==> src/rtl/program_counter_unit_pkg.sv <==
// Shared definitions for the program counter unit: FSM state encoding,
// default address/offset widths shared with instruction memory, and a
// sign-extension helper.
package program_counter_unit_pkg;

    localparam int unsigned DEF_ADDR_BITS   = 6;
    localparam int unsigned DEF_OFFSET_BITS = 5;

    localparam logic [1:0] BOOT = 2'd0;
    localparam logic [1:0] RUN  = 2'd1;
    localparam logic [1:0] HALT = 2'd2;

    // Sign-extend the low 'bits' bits of value to 32 bits (1 <= bits <= 32).
    function automatic logic [31:0] sign_ext(input logic [31:0] value, input int unsigned bits);
        logic [31:0] shifted;
        shifted = value << (32 - bits);
        return 32'($signed(shifted) >>> (32 - bits));
    endfunction

endpackage

==> src/rtl/program_counter_unit_if.sv <==
// Control/status bundle between the decode/control stage (master) and the
// program counter unit (slave). Optional call/return ports are present only
// when PC_LINK_EN is defined.
interface program_counter_unit_if
    import program_counter_unit_pkg::*;
#(
    parameter int unsigned ADDR_BITS   = DEF_ADDR_BITS,
    parameter int unsigned OFFSET_BITS = DEF_OFFSET_BITS,
    parameter int unsigned COUNT_BITS  = 16
);

    logic                   stall;
    logic                   branch_taken;
    logic [OFFSET_BITS-1:0] branch_offset;
    logic                   jump;
    logic [ADDR_BITS-1:0]   jump_target;
    logic                   halt_req;
    logic                   resume;
    logic [ADDR_BITS-1:0]   pc;
    logic                   pc_valid;
    logic                   halted;
    logic                   wrapped;
    logic [COUNT_BITS-1:0]  instr_count;
`ifdef PC_LINK_EN
    logic                   call;
    logic                   ret;
    logic [ADDR_BITS-1:0]   link;
`endif

    modport master (
        output stall, branch_taken, branch_offset, jump, jump_target, halt_req, resume,
`ifdef PC_LINK_EN
        output call, ret,
        input  link,
`endif
        input  pc, pc_valid, halted, wrapped, instr_count
    );

    modport slave (
        input  stall, branch_taken, branch_offset, jump, jump_target, halt_req, resume,
`ifdef PC_LINK_EN
        input  call, ret,
        output link,
`endif
        output pc, pc_valid, halted, wrapped, instr_count
    );

endinterface

==> src/rtl/program_counter_unit_pc_next_logic.sv <==
// Combinational next-PC selection for the program counter unit.
// seq_only forces a plain increment (used when resuming from HALT).
// wrap flags a sequential increment from all-ones to zero.
// Optional macro: PC_LINK_EN adds ret/call selection.
module program_counter_unit_pc_next_logic
    import program_counter_unit_pkg::*;
#(
    parameter int unsigned ADDR_BITS   = DEF_ADDR_BITS,
    parameter int unsigned OFFSET_BITS = DEF_OFFSET_BITS
) (
    input  logic [ADDR_BITS-1:0]   pc,
    input  logic                   seq_only,
    input  logic                   branch_taken,
    input  logic [OFFSET_BITS-1:0] branch_offset,
    input  logic                   jump,
    input  logic [ADDR_BITS-1:0]   jump_target,
`ifdef PC_LINK_EN
    input  logic                   call,
    input  logic                   ret,
    input  logic [ADDR_BITS-1:0]   link,
`endif
    output logic [ADDR_BITS-1:0]   pc_inc,
    output logic [ADDR_BITS-1:0]   next_pc,
    output logic                   wrap
);

    logic [ADDR_BITS-1:0] offset_addr;

    assign pc_inc      = pc + ADDR_BITS'(1);
    assign offset_addr = ADDR_BITS'(sign_ext(32'(branch_offset), OFFSET_BITS));

    // Priority mux: (ret > call >) jump > branch > increment; only increment reports wrap.
    always_comb begin
        next_pc = pc_inc;
        wrap    = 1'b0;
        if (seq_only) begin
            next_pc = pc_inc;
            wrap    = &pc;
        end
`ifdef PC_LINK_EN
        else if (ret) begin
            next_pc = link;
        end
        else if (call) begin
            next_pc = jump_target;
        end
`endif
        else if (jump) begin
            next_pc = jump_target;
        end
        else if (branch_taken) begin
            next_pc = pc_inc + offset_addr;
        end
        else begin
            next_pc = pc_inc;
            wrap    = &pc;
        end
    end

endmodule

==> src/rtl/program_counter_unit.sv <==
// Program counter unit: holds the fetch PC driving instruction memory,
// runs the BOOT/RUN/HALT control FSM and counts retired instructions.
// Optional macro: PC_LINK_EN adds call/ret ports and a link register.
module program_counter_unit
    import program_counter_unit_pkg::*;
#(
    parameter int unsigned          ADDR_BITS    = DEF_ADDR_BITS,
    parameter int unsigned          OFFSET_BITS  = DEF_OFFSET_BITS,
    parameter logic [ADDR_BITS-1:0] RESET_VECTOR = '0,
    parameter int unsigned          COUNT_BITS   = 16
) (
    input logic                  clk,
    input logic                  rst,
    program_counter_unit_if.slave bus
);

    logic [1:0]            state;
    logic [ADDR_BITS-1:0]  pc_q;
    logic                  wrapped_q;
    logic [COUNT_BITS-1:0] count_q;
    logic [ADDR_BITS-1:0]  pc_inc;
    logic [ADDR_BITS-1:0]  next_pc;
    logic                  wrap;
    logic                  run_go;
    logic                  advance;

    // Instruction at pc retires whenever RUN is not stalled (halt_req included).
    assign run_go  = (state == RUN) && !bus.stall;
    // pc loads next_pc on an unstalled non-halting RUN cycle, or on resume from HALT.
    assign advance = (run_go && !bus.halt_req) || ((state == HALT) && bus.resume);

`ifdef PC_LINK_EN
    logic [ADDR_BITS-1:0] link_q;
`endif

    program_counter_unit_pc_next_logic #(
        .ADDR_BITS   (ADDR_BITS),
        .OFFSET_BITS (OFFSET_BITS)
    ) u_pc_next_logic (
        .pc            (pc_q),
        .seq_only      (state != RUN),
        .branch_taken  (bus.branch_taken),
        .branch_offset (bus.branch_offset),
        .jump          (bus.jump),
        .jump_target   (bus.jump_target),
`ifdef PC_LINK_EN
        .call          (bus.call),
        .ret           (bus.ret),
        .link          (link_q),
`endif
        .pc_inc        (pc_inc),
        .next_pc       (next_pc),
        .wrap          (wrap)
    );

    // PC, FSM state, wrap pulse and retired-instruction counter.
    always_ff @(posedge clk) begin
        if (rst) begin
            state     <= BOOT;
            pc_q      <= RESET_VECTOR;
            wrapped_q <= 1'b0;
            count_q   <= '0;
        end else begin
            wrapped_q <= advance && wrap;
            if (advance) begin
                pc_q <= next_pc;
            end
            if (run_go) begin
                count_q <= count_q + COUNT_BITS'(1);
            end
            case (state)
                BOOT:    state <= RUN;
                RUN:     if (run_go && bus.halt_req) state <= HALT;
                HALT:    if (bus.resume) state <= RUN;
                default: state <= BOOT;
            endcase
        end
    end

`ifdef PC_LINK_EN
    // Link register captures the return address on a taken call.
    always_ff @(posedge clk) begin
        if (rst) begin
            link_q <= '0;
        end else if (advance && (state == RUN) && !bus.ret && bus.call) begin
            link_q <= pc_inc;
        end
    end

    assign bus.link = link_q;
`endif

    assign bus.pc          = pc_q;
    assign bus.pc_valid    = (state == RUN);
    assign bus.halted      = (state == HALT);
    assign bus.wrapped     = wrapped_q;
    assign bus.instr_count = count_q;

endmodule

==> src/flat_wrapper.sv <==
// flat-port wrapper written by rule: the top's interface ports become plain ports
module program_counter_unit_flat import program_counter_unit_pkg::*;
#(
    parameter int unsigned          ADDR_BITS    = DEF_ADDR_BITS,
    parameter int unsigned          OFFSET_BITS  = DEF_OFFSET_BITS,
    parameter logic [ADDR_BITS-1:0] RESET_VECTOR = '0,
    parameter int unsigned          COUNT_BITS   = 16
)
  (clk, rst, bus_stall, bus_branch_taken, bus_branch_offset, bus_jump, bus_jump_target, bus_halt_req, bus_resume, bus_pc, bus_pc_valid, bus_halted, bus_wrapped, bus_instr_count);
  program_counter_unit_if #(.ADDR_BITS(ADDR_BITS), .OFFSET_BITS(OFFSET_BITS), .COUNT_BITS(COUNT_BITS)) bus_i ();
  input logic clk;
  input logic rst;
  input wire logic [$bits(bus_i.stall)-1:0] bus_stall;
  input wire logic [$bits(bus_i.branch_taken)-1:0] bus_branch_taken;
  input wire logic [$bits(bus_i.branch_offset)-1:0] bus_branch_offset;
  input wire logic [$bits(bus_i.jump)-1:0] bus_jump;
  input wire logic [$bits(bus_i.jump_target)-1:0] bus_jump_target;
  input wire logic [$bits(bus_i.halt_req)-1:0] bus_halt_req;
  input wire logic [$bits(bus_i.resume)-1:0] bus_resume;
  output wire logic [$bits(bus_i.pc)-1:0] bus_pc;
  output wire logic [$bits(bus_i.pc_valid)-1:0] bus_pc_valid;
  output wire logic [$bits(bus_i.halted)-1:0] bus_halted;
  output wire logic [$bits(bus_i.wrapped)-1:0] bus_wrapped;
  output wire logic [$bits(bus_i.instr_count)-1:0] bus_instr_count;
  assign bus_i.stall = bus_stall;
  assign bus_i.branch_taken = bus_branch_taken;
  assign bus_i.branch_offset = bus_branch_offset;
  assign bus_i.jump = bus_jump;
  assign bus_i.jump_target = bus_jump_target;
  assign bus_i.halt_req = bus_halt_req;
  assign bus_i.resume = bus_resume;
  assign bus_pc = bus_i.pc;
  assign bus_pc_valid = bus_i.pc_valid;
  assign bus_halted = bus_i.halted;
  assign bus_wrapped = bus_i.wrapped;
  assign bus_instr_count = bus_i.instr_count;
  program_counter_unit #(.ADDR_BITS(ADDR_BITS), .OFFSET_BITS(OFFSET_BITS), .RESET_VECTOR(RESET_VECTOR), .COUNT_BITS(COUNT_BITS)) u_core (.clk(clk), .rst(rst), .bus(bus_i));
endmodule
==> config.mk <==
export PLATFORM = sky130hd
export DESIGN_NAME = program_counter_unit_flat
export DESIGN_NICKNAME = d
export VERILOG_FILES = /design/src/rtl/program_counter_unit_pkg.sv /design/src/rtl/program_counter_unit_if.sv /design/src/rtl/program_counter_unit_pc_next_logic.sv /design/src/rtl/program_counter_unit.sv /design/src/flat_wrapper.sv
export SDC_FILE = /design/constraint.sdc
export NUM_CORES = 1
export LEC_CHECK = 0
export CAP_MARGIN = 5
export CORE_ASPECT_RATIO = 1.4
export CORE_MARGIN = 8
export CORE_UTILIZATION = 41
export CTS_CLUSTER_SIZE = 20
export DETAILED_ROUTE_END_ITERATION = 16
export PLACE_DENSITY = 0.72
export SYNTH_ARGS = -nofsm -noshare
export SYNTH_HDL_FRONTEND = slang
export SYNTH_SLANG_ARGS = --single-unit
export TNS_END_PERCENT = 50
==> constraint.sdc <==
create_clock -name clk -period 2.5 [get_ports clk]
set_input_delay 0.625 -clock clk [delete_from_list [all_inputs] [get_ports clk]]
set_output_delay 0.625 -clock clk [all_outputs]
set_load 0.005 [all_outputs]
# --- Word level (Yosys, flattened, before mapping) ---
# Cells that the tools add are included.
word_totals:
  inputBits: 18
  regBits: 25
  wordCells: 32
  out_inout_bits: 25
op_classes:
  n_addsub: 3
  n_mux: 9
  reduce_logical: 11
  eq_ne: 5
ops:
  columns: ["op", "count"]
  rows:
  - ["2-to-1 mux 6 bit", 3]
  - ["adder 16 x 1 -> 16 bit, second input constant", 1]
  - ["adder 6 x 1 -> 6 bit, second input constant", 1]
  - ["adder 6 bit", 1]
  - ["case mux 2 bit (3 select lines)", 1]
  - ["AND reduction 6 bit", 1]
  - ["logical AND 1 bit", 5]
  - ["2-to-1 mux 2 bit", 2]
  - ["!= test 2 x 1 -> 1 bit, second input constant", 2]
  - ["2-to-1 mux 1 bit", 3]
  - ["equality test 2 x 1 -> 1 bit, second input constant", 1]
  - ["equality test 2 bit, second input constant", 1]
  - ["zero test 1 bit", 2]
  - ["zero test 2 bit", 1]
  - ["!= test 2 bit, second input constant", 1]
  - ["AND reduction 2 bit", 1]
  - ["logical OR 1 bit", 1]

# --- Longest topological paths before layout ---
logic_depth:
  depth_word: 5
  depth_mapped: 9
  depth_no_buf: 9

# --- Cells and area by module ---
# Synthesis repeated with hierarchy kept, for this count alone.
unflattened:
  cells_unflattened: 188
  area_unflattened_um2: 1619.1
modules_own_cells:
  columns: ["mod", "seq_area_each_um2", "instances", "area_per_inst_um2", "cells_per_inst"]
  rows:
  - ["program_counter_unit", 500.5, 1, 1107.3, 117]
  - ["program_counter_unit_pc_next_logic", 0.0, 1, 511.7, 71]

# --- Worst setup path before layout ---
# No wires, ideal clock.
synth_timing:
  path_kind: "reg-to-reg"
  start: "register u_core.pc_q[0], in the netlist u_core.bus.pc[0]"
  end: "register u_core.pc_q[4], in the netlist u_core.bus.pc[4]"
  stages_incl_launch_ff: 9
  required_ps: 2365
  path_slack_ps: 517
  period_less_slack_ps: 1983
  setup_time_ps: 135
  path_buffers: 0
  t_arrival_ps: 1848
  cell_sequence: "dfxtp_1 > ha_1 > xor2_1 > ha_1 > nor2b_1 > o21a_1 > or3_1 > a31oi_1 > o32ai_1"
synth_between:
  elab_chain_cells: 5
synth_lines:
  columns: ["item", "line", "text"]
  rows:
  - ["from (decl)", "program_counter_unit.sv:18", "logic [ADDR_BITS-1:0] pc_q;"]
  - ["from (signal assigned)", "program_counter_unit.sv:66", "pc_q <= next_pc;"]
  - ["adder 6 x 1 -> 6 bit *", "program_counter_unit_pc_next_logic.sv:29", "assign pc_inc = pc + ADDR_BITS'(1);"]
  - ["adder 6 bit", "program_counter_unit_pc_next_logic.sv:52", "next_pc = pc_inc + offset_addr;"]
  - ["2-to-1 mux 6 bit", "program_counter_unit_pc_next_logic.sv:51", "else if (branch_taken) begin"]
  - ["2-to-1 mux 6 bit", "program_counter_unit_pc_next_logic.sv:48", "else if (jump) begin"]
  - ["2-to-1 mux 6 bit *", "program_counter_unit_pc_next_logic.sv:36", "if (seq_only) begin"]
# Every way passes the cells marked *; elsewhere a longest branch is shown, timed or not.
# A chain may end at the register's enable or synchronous reset.

# --- Worst setup path in the final report ---
layout_timing:
  start: "register u_core.state[0]"
  end: "output port bus_pc_valid"
layout_between:
  elab_chain_cells: 1
layout_lines:
  columns: ["item", "line", "text"]
  rows:
  - ["from (decl)", "program_counter_unit.sv:17", "logic [1:0] state;"]
  - ["from (signal assigned)", "program_counter_unit.sv:59", "state <= BOOT;"]
  - ["from (signal assigned)", "program_counter_unit.sv:72", "BOOT: state <= RUN;"]
  - ["from (signal assigned)", "program_counter_unit.sv:73", "RUN: if (run_go && bus.halt_req) state <= HALT;"]
  - ["equality test 2 x 1 -> 1 bit", "program_counter_unit.sv:94", "assign bus.pc_valid = (state == RUN);"]
  - ["to (decl)", "flat_wrapper.sv:21", "output wire logic [$bits(bus_i.pc_valid)-1:0] bus_pc_valid;"]
# No other way between the ends.

==> run summary <==
Status = complete, no violations
Synth unique cells = 44
Residual DRC = 0
CP Class = flop to primary output
CTS Buffer Depth = 2
# setup viols final = 0
Largest family of logic cells by synthesized area = simple AND/OR/NAND/NOR gates
Clk slew on worst S/H paths = 0.08 ns
WP buf/inv = 2
Post-CTS Setup Inserts = 0
Max cap viols = 0
Fillers = 342
Critical Path Stages = 3
Post-Syn Area = 1509 um^2
Top Layer Used = met4
Async S/R FF share, synth = 0%
XOR/XNOR share of the synthesized area = 11.61%
Starting Density = 42.17%
Cell with the most instances after synthesis = nor2_1
Setup TNS = 0 ns
Clock Sinks = 25
Worst hold stages = 2
Data arrival at the endpoint of the critical path = 1.72 ns
DRT antenna net count = 0
Total iterations of the first detailed-routing run = 4
Iteration-0 DRC Markers = 84
Worst slew pin tran = 0.6118 ns
Hold-fix buffers, CTS = 0
RSZ-0062 raised after global routing = false
Largest net degree at the start of global routing = 23
Row count = 26
PortBufs = 42
Num CTS Buffers = 3
Clk root buf = clkbuf_8
Critical Path, Cell by Cell = or2b_1 > inv_2 > clkdlybuf4s50_1
Post-CTS Resized = 0
Dominant cell type by area after synthesis = dfxtp_1
Die X = 67.27 um
Post-route core utilization = 57.17%
H-tree depth = 1
Dpl hpwl = 2964 um
Syn avg cell area = 8.201 um^2
Clk_skew = 0.002412 ns
Worst skew pair latency = 0.26 ns
Seq/Total Area, Yosys = 33.17%
Final wirelength = 3813 um
Die H = 87.78 um
Full die area = 5905 um^2
Fin crit period = 2.348 ns
Final worst-path cycle share = 93.92%
Synth Register Bits = 25
Simple-Gate Fraction of Synth Area = 28.52%
Ys flop type = dfxtp_1
Vias per cell = 5.289
GRT Total Usage = 13.30%
Setup crit start = u_core.state[0]
GRT overflow = 0
Worst rel slew slack = 59.06%
M1 wire length = 1734 um
Total number of vias = 1,444
CTS tree = yes
Crit-path max FO = 8
Top cells by area, synth = dfxtp_1 (33%), xnor2_1 (7.0%), nor2_1 (6.7%)
I/O pins = 43
Worst Hold Class = flop to flop
Post-Synthesis Net Count = 211
Ant. Diodes = 0
EDFF count, synth = 0
Met3 routed WL = 205 um
Area of the core = 3578 um^2
Pleak = 0.0007761 uW
WL met2 = 1848 um
Number of global-route vias before repair = 1,428
CP Capture Type = primary output
Crit start category = flop
CP peak stage delay = 0.53 ns
Fmax = 425.9 MHz
Worst reg2reg startpoint = u_core.bus.pc[2]
Mux cell area share after synthesis = 0%
R2r worst-path depth = 8
Worst EP required = 1.88 ns
Net count, final = 259
Crit path max-delay cell type = clkdlybuf4s50_1
CP top delay family = buffers and inverters
Cell Pwr Density = 400.7 nW/um^2
Hold Startpoint = u_core.bus.instr_count[1]
Global-route wire length before repair = 6306 um
Post-synth top area share = 33.17%
Layout cells sized above 1 = 5.628%
Initial antenna violation count = 0
Synth-to-layout area growth = 35.57%
Compound-gate portion of the synthesized area = 14.51%
Post-DR wirelength/cell = 13.97 um
GP Congestion = 0.8046
Cells after Synth = 184
Max-slew violations = 0
Final Hold Fails = 0
YS warnings = 0
Post-synth top cells = nor2_1 (27), dfxtp_1 (25), inv_1 (13), nand2_1 (13), xnor2_1 (12)
VDD IR max = 0.3582 mV
Adder-cell share of the synthesized area = 7.960%
[per-layer routing]
layer  vias up  track usage (%)
li1        742                -
met1       669            15.02
met2        31            23.47
met3         2            3.201
met4         0            4.389
met5         -                0
[power by group]
part / internal (uW) / switching [uW]
sequential: 407 / 12.2
clock: 114 / 118
combinational: 87.8 / 80.7
[cell type report]
type                            count  area (um^2)  share of cell area [%]
Multi-Input combinational cell    142        944.7                   46.18
Inverter                           14        52.55                   2.569
Tap cell                           42        52.55                   2.569
Clock buffer                        4        45.04                   2.202
Sequential cell                    25        500.5                   24.46
Timing Repair Buffer               46        450.4                   22.02
[cell families after synthesis]
kind of cell    Yosys count
buf+inv                  17
xor+xnor                 20
compound gates           33
simple gates             80
flops                    25
fa+ha+maj                 9
[path summary, 6_finish.rpt]
| path | to | slack, ns |
|---|---|---|
| setup / recovery | bus_pc_valid | 0.15 |
| hold reg to reg | u_core.bus.instr_count[1] | 0.50 |
| hold / removal | u_core.bus.instr_count[1] | 0.50 |
| setup reg to reg | u_core.bus.pc[5] | 0.24 |
[stage by stage]
stage               cell area [um^2]  setup WS (ns)  hold WS, ns  total power [uW]  std cells
global placement                2001        0.07600       0.4921             594.6        269
floorplan                       1509         0.5174       0.4814             516.5        184
detailed placement              2001        0.01734       0.4860             594.8        269
finish                          2046         0.1521       0.4994             819.7        273
CTS                             2046         0.1492       0.5012             830.0        273
global route                    2046        0.01624       0.5455             869.6        273
[state kept, by name (all words and copies together), names as in the netlist]
register	cells
u_core.bus.instr_count	16
u_core.bus.pc	6
u_core.state	2
u_core.bus.wrapped	1
[placed cells by master (no fill, tap or decap), types with 3 or more instances in the layout]
cell type and instances:
clkdlybuf4s50_1 42, nor2_1 27, dfxtp_1 25, inv_1 13, nand2_1 13, xnor2_1 12
nand3_1 10, xor2_1 8, a21oi_1 8, ha_1 8, nand4_1 7, o21ai_0 5
buf_4 4, or3_1 3, a31oi_1 3, a221oi_1 3, nor4b_1 3, clkbuf_8 3
[tightest hold or removal path: stages (launching register included)]
cell,delay (ns)
dfxtp_1,0.34
nand2_1,0.06
a21oi_1,0.05
(Power assumes the default switching activity.)
==> edit: new RTL, same settings <==
`COUNT_BITS` is set to 16 in 3 places; all go to 18.
--- a/src/rtl/program_counter_unit_if.sv
+++ b/src/rtl/program_counter_unit_if.sv
@@ -6,7 +6,7 @@
 #(
     parameter int unsigned ADDR_BITS   = DEF_ADDR_BITS,
     parameter int unsigned OFFSET_BITS = DEF_OFFSET_BITS,
-    parameter int unsigned COUNT_BITS  = 16
+    parameter int unsigned COUNT_BITS  = 18
 );
 
     logic                   stall;
--- a/src/rtl/program_counter_unit.sv
+++ b/src/rtl/program_counter_unit.sv
@@ -7,7 +7,7 @@
     parameter int unsigned          ADDR_BITS    = DEF_ADDR_BITS,
     parameter int unsigned          OFFSET_BITS  = DEF_OFFSET_BITS,
     parameter logic [ADDR_BITS-1:0] RESET_VECTOR = '0,
-    parameter int unsigned          COUNT_BITS   = 16
+    parameter int unsigned          COUNT_BITS   = 18
 ) (
     input logic                  clk,
     input logic                  rst,
--- a/src/flat_wrapper.sv
+++ b/src/flat_wrapper.sv
@@ -4,7 +4,7 @@
     parameter int unsigned          ADDR_BITS    = DEF_ADDR_BITS,
     parameter int unsigned          OFFSET_BITS  = DEF_OFFSET_BITS,
     parameter logic [ADDR_BITS-1:0] RESET_VECTOR = '0,
-    parameter int unsigned          COUNT_BITS   = 16
+    parameter int unsigned          COUNT_BITS   = 18
 )
   (clk, rst, bus_stall, bus_branch_taken, bus_branch_offset, bus_jump, bus_jump_target, bus_halt_req, bus_resume, bus_pc, bus_pc_valid, bus_halted, bus_wrapped, bus_instr_count);
   program_counter_unit_if #(.ADDR_BITS(ADDR_BITS), .OFFSET_BITS(OFFSET_BITS), .COUNT_BITS(COUNT_BITS)) bus_i ();
Ports: changed (resized bus_instr_count); port bits go from 43 to 45. The function was not compared with the original's and may differ.
==> edit against the original RTL <==
Die area up 6.3%. Design area up 6.7%. Setup slack better by 0.089 ns. Clock power up 4%. Total power up 5.4%. Synthesized area up 8.0%. Critical path depth up 5. Non-clock buffer count up 3. Sequential cell count up 2. Register-to-register slack better by 0.10 ns. Wire length up 3.8%. Critical path type is now in -> reg. Highest routed layer unchanged.
==> edit: results (changes against the original RTL) <==
place:
  io_buffers: 44  # +4.8%
  dp_hpwl_mm: 3.21  # +8.3%
  gp_congestion: 0.893  # +11%
  place_area_mm2: 0.00214  # +6.8%
  dpl.cell_count: 282  # +4.8%
sta:
  fin_hold_ws_ns: 0.517  # +0.0174 ns
  maxSlewHeadroom_pct: 66.8  # +7.8 points
finish:
  largest_reg_flops: 18  # +2
  layout.nets: 271  # +4.6%
  stdcell_count: 286  # +4.8%
detailed_routing:
  wl_per_cell_um: 13.8  # -0.94%
  first_iter_violations: 76  # -9.5%
  routed_via_density: 5.61  # +6.0%
hold_path:
  min-delay-start: "u_core.bus.instr_count[8]"
  hold_end: "u_core.bus.instr_count[8]"
pwr:
  swShare_pct: 25.4  # -0.29 points
  p_leak_uw: 0.000776  # about the same
worst_setup_path:
  reg2reg_from: "u_core.bus.pc[1]"
  arrival_ns: 2.44  # +0.72 ns
  reg2reg_slack_ns: 0.34  # +0.10 ns
  crit_path_start: "bus_branch_offset[0]"
global_route:
  grt_max_degree: 21  # -8.7%
  grt_pass1_vias: 1623  # +14%
  grt_use_total_pct: 12.6  # -0.66 points
synthesis:
  avgSynthCellArea_um2: 8.32  # +1.4%
  synth_cell_type_count: 47  # +6.8%
  syn_nets: 223  # +5.7%
  synth.area.top_cells: "dfxtp_1 33%, xnor2_1 8.1%, ha_1 6.1%"
outcome:
  status: "finished clean"
edit: changes by cell type after synthesis, sizes merged, moves of 4 or more:
cell	delta
nor3	+8
nor2	-5
inv	-7
xor2	-4
nand2	-4
a21oi	+6
edit: how the worst max path moves through the flow:
stage                                   to  slack [ns]
after global placement    u_core.bus.pc[4]       0.006
after floorplan           u_core.bus.pc[4]        0.48
after global routing      u_core.bus.pc[1]        0.08
after detailed placement  u_core.bus.pc[4]       -0.04
after CTS                 u_core.bus.pc[4]        0.25
final                     u_core.bus.pc[4]        0.24
edit: critical path, cell delays in order:
cell and delay, ns:
clkdlybuf4s50_1 0.40, ha_1 0.22, fa_1 0.41, a21o_1 0.20, a21oi_1 0.16, xnor2_1 0.13
a21oi_1 0.08, o32ai_1 0.21
edit: cells by family after synthesis:
kind of cell    count (synthesis)  share of synthesized area, %
compound gates                 41                          16.0
xor+xnor                       19                          10.2
fa+ha+maj                       9                          7.37
buf+inv                        13                          3.15
flops                          27                          33.2
mux                             1                         0.614
simple gates                   86                          29.5
edit: final cells by class:
type / count / area (µm²) / area share [%]
clock buffer: 4 / 45.0 / 2.06
inverter: 7 / 26.3 / 1.20
multi-input combinational: 156 / 1040 / 47.6
sequential: 27 / 541 / 24.8
tap: 43 / 53.8 / 2.47
timing repair buffer: 49 / 478 / 21.9
edit: through the flow:
step	setup slack [ns]	utilization, %
after global routing	0.0799	56.2
after global placement	0.00609	55.0
after CTS	0.246	56.2
after floorplan	0.481	-
after detailed placement	-0.0443	55.0
final	0.242	56.2
edit: power groups by stage:
stage	Clock (µW)	Combinational (µW)	Sequential, µW
finish	241	171	452
global route	270	188	454
CTS	255	173	453
detailed placement	0	172	462
global placement	0	169	463
floorplan	0	96.2	460
edit: per-layer routing:
layer	share of wire (%)	global-route usage, %
met1	42	12.9
met2	50	22.3
met5	0	0
met3	6.3	3.63
met4	2.3	7.03
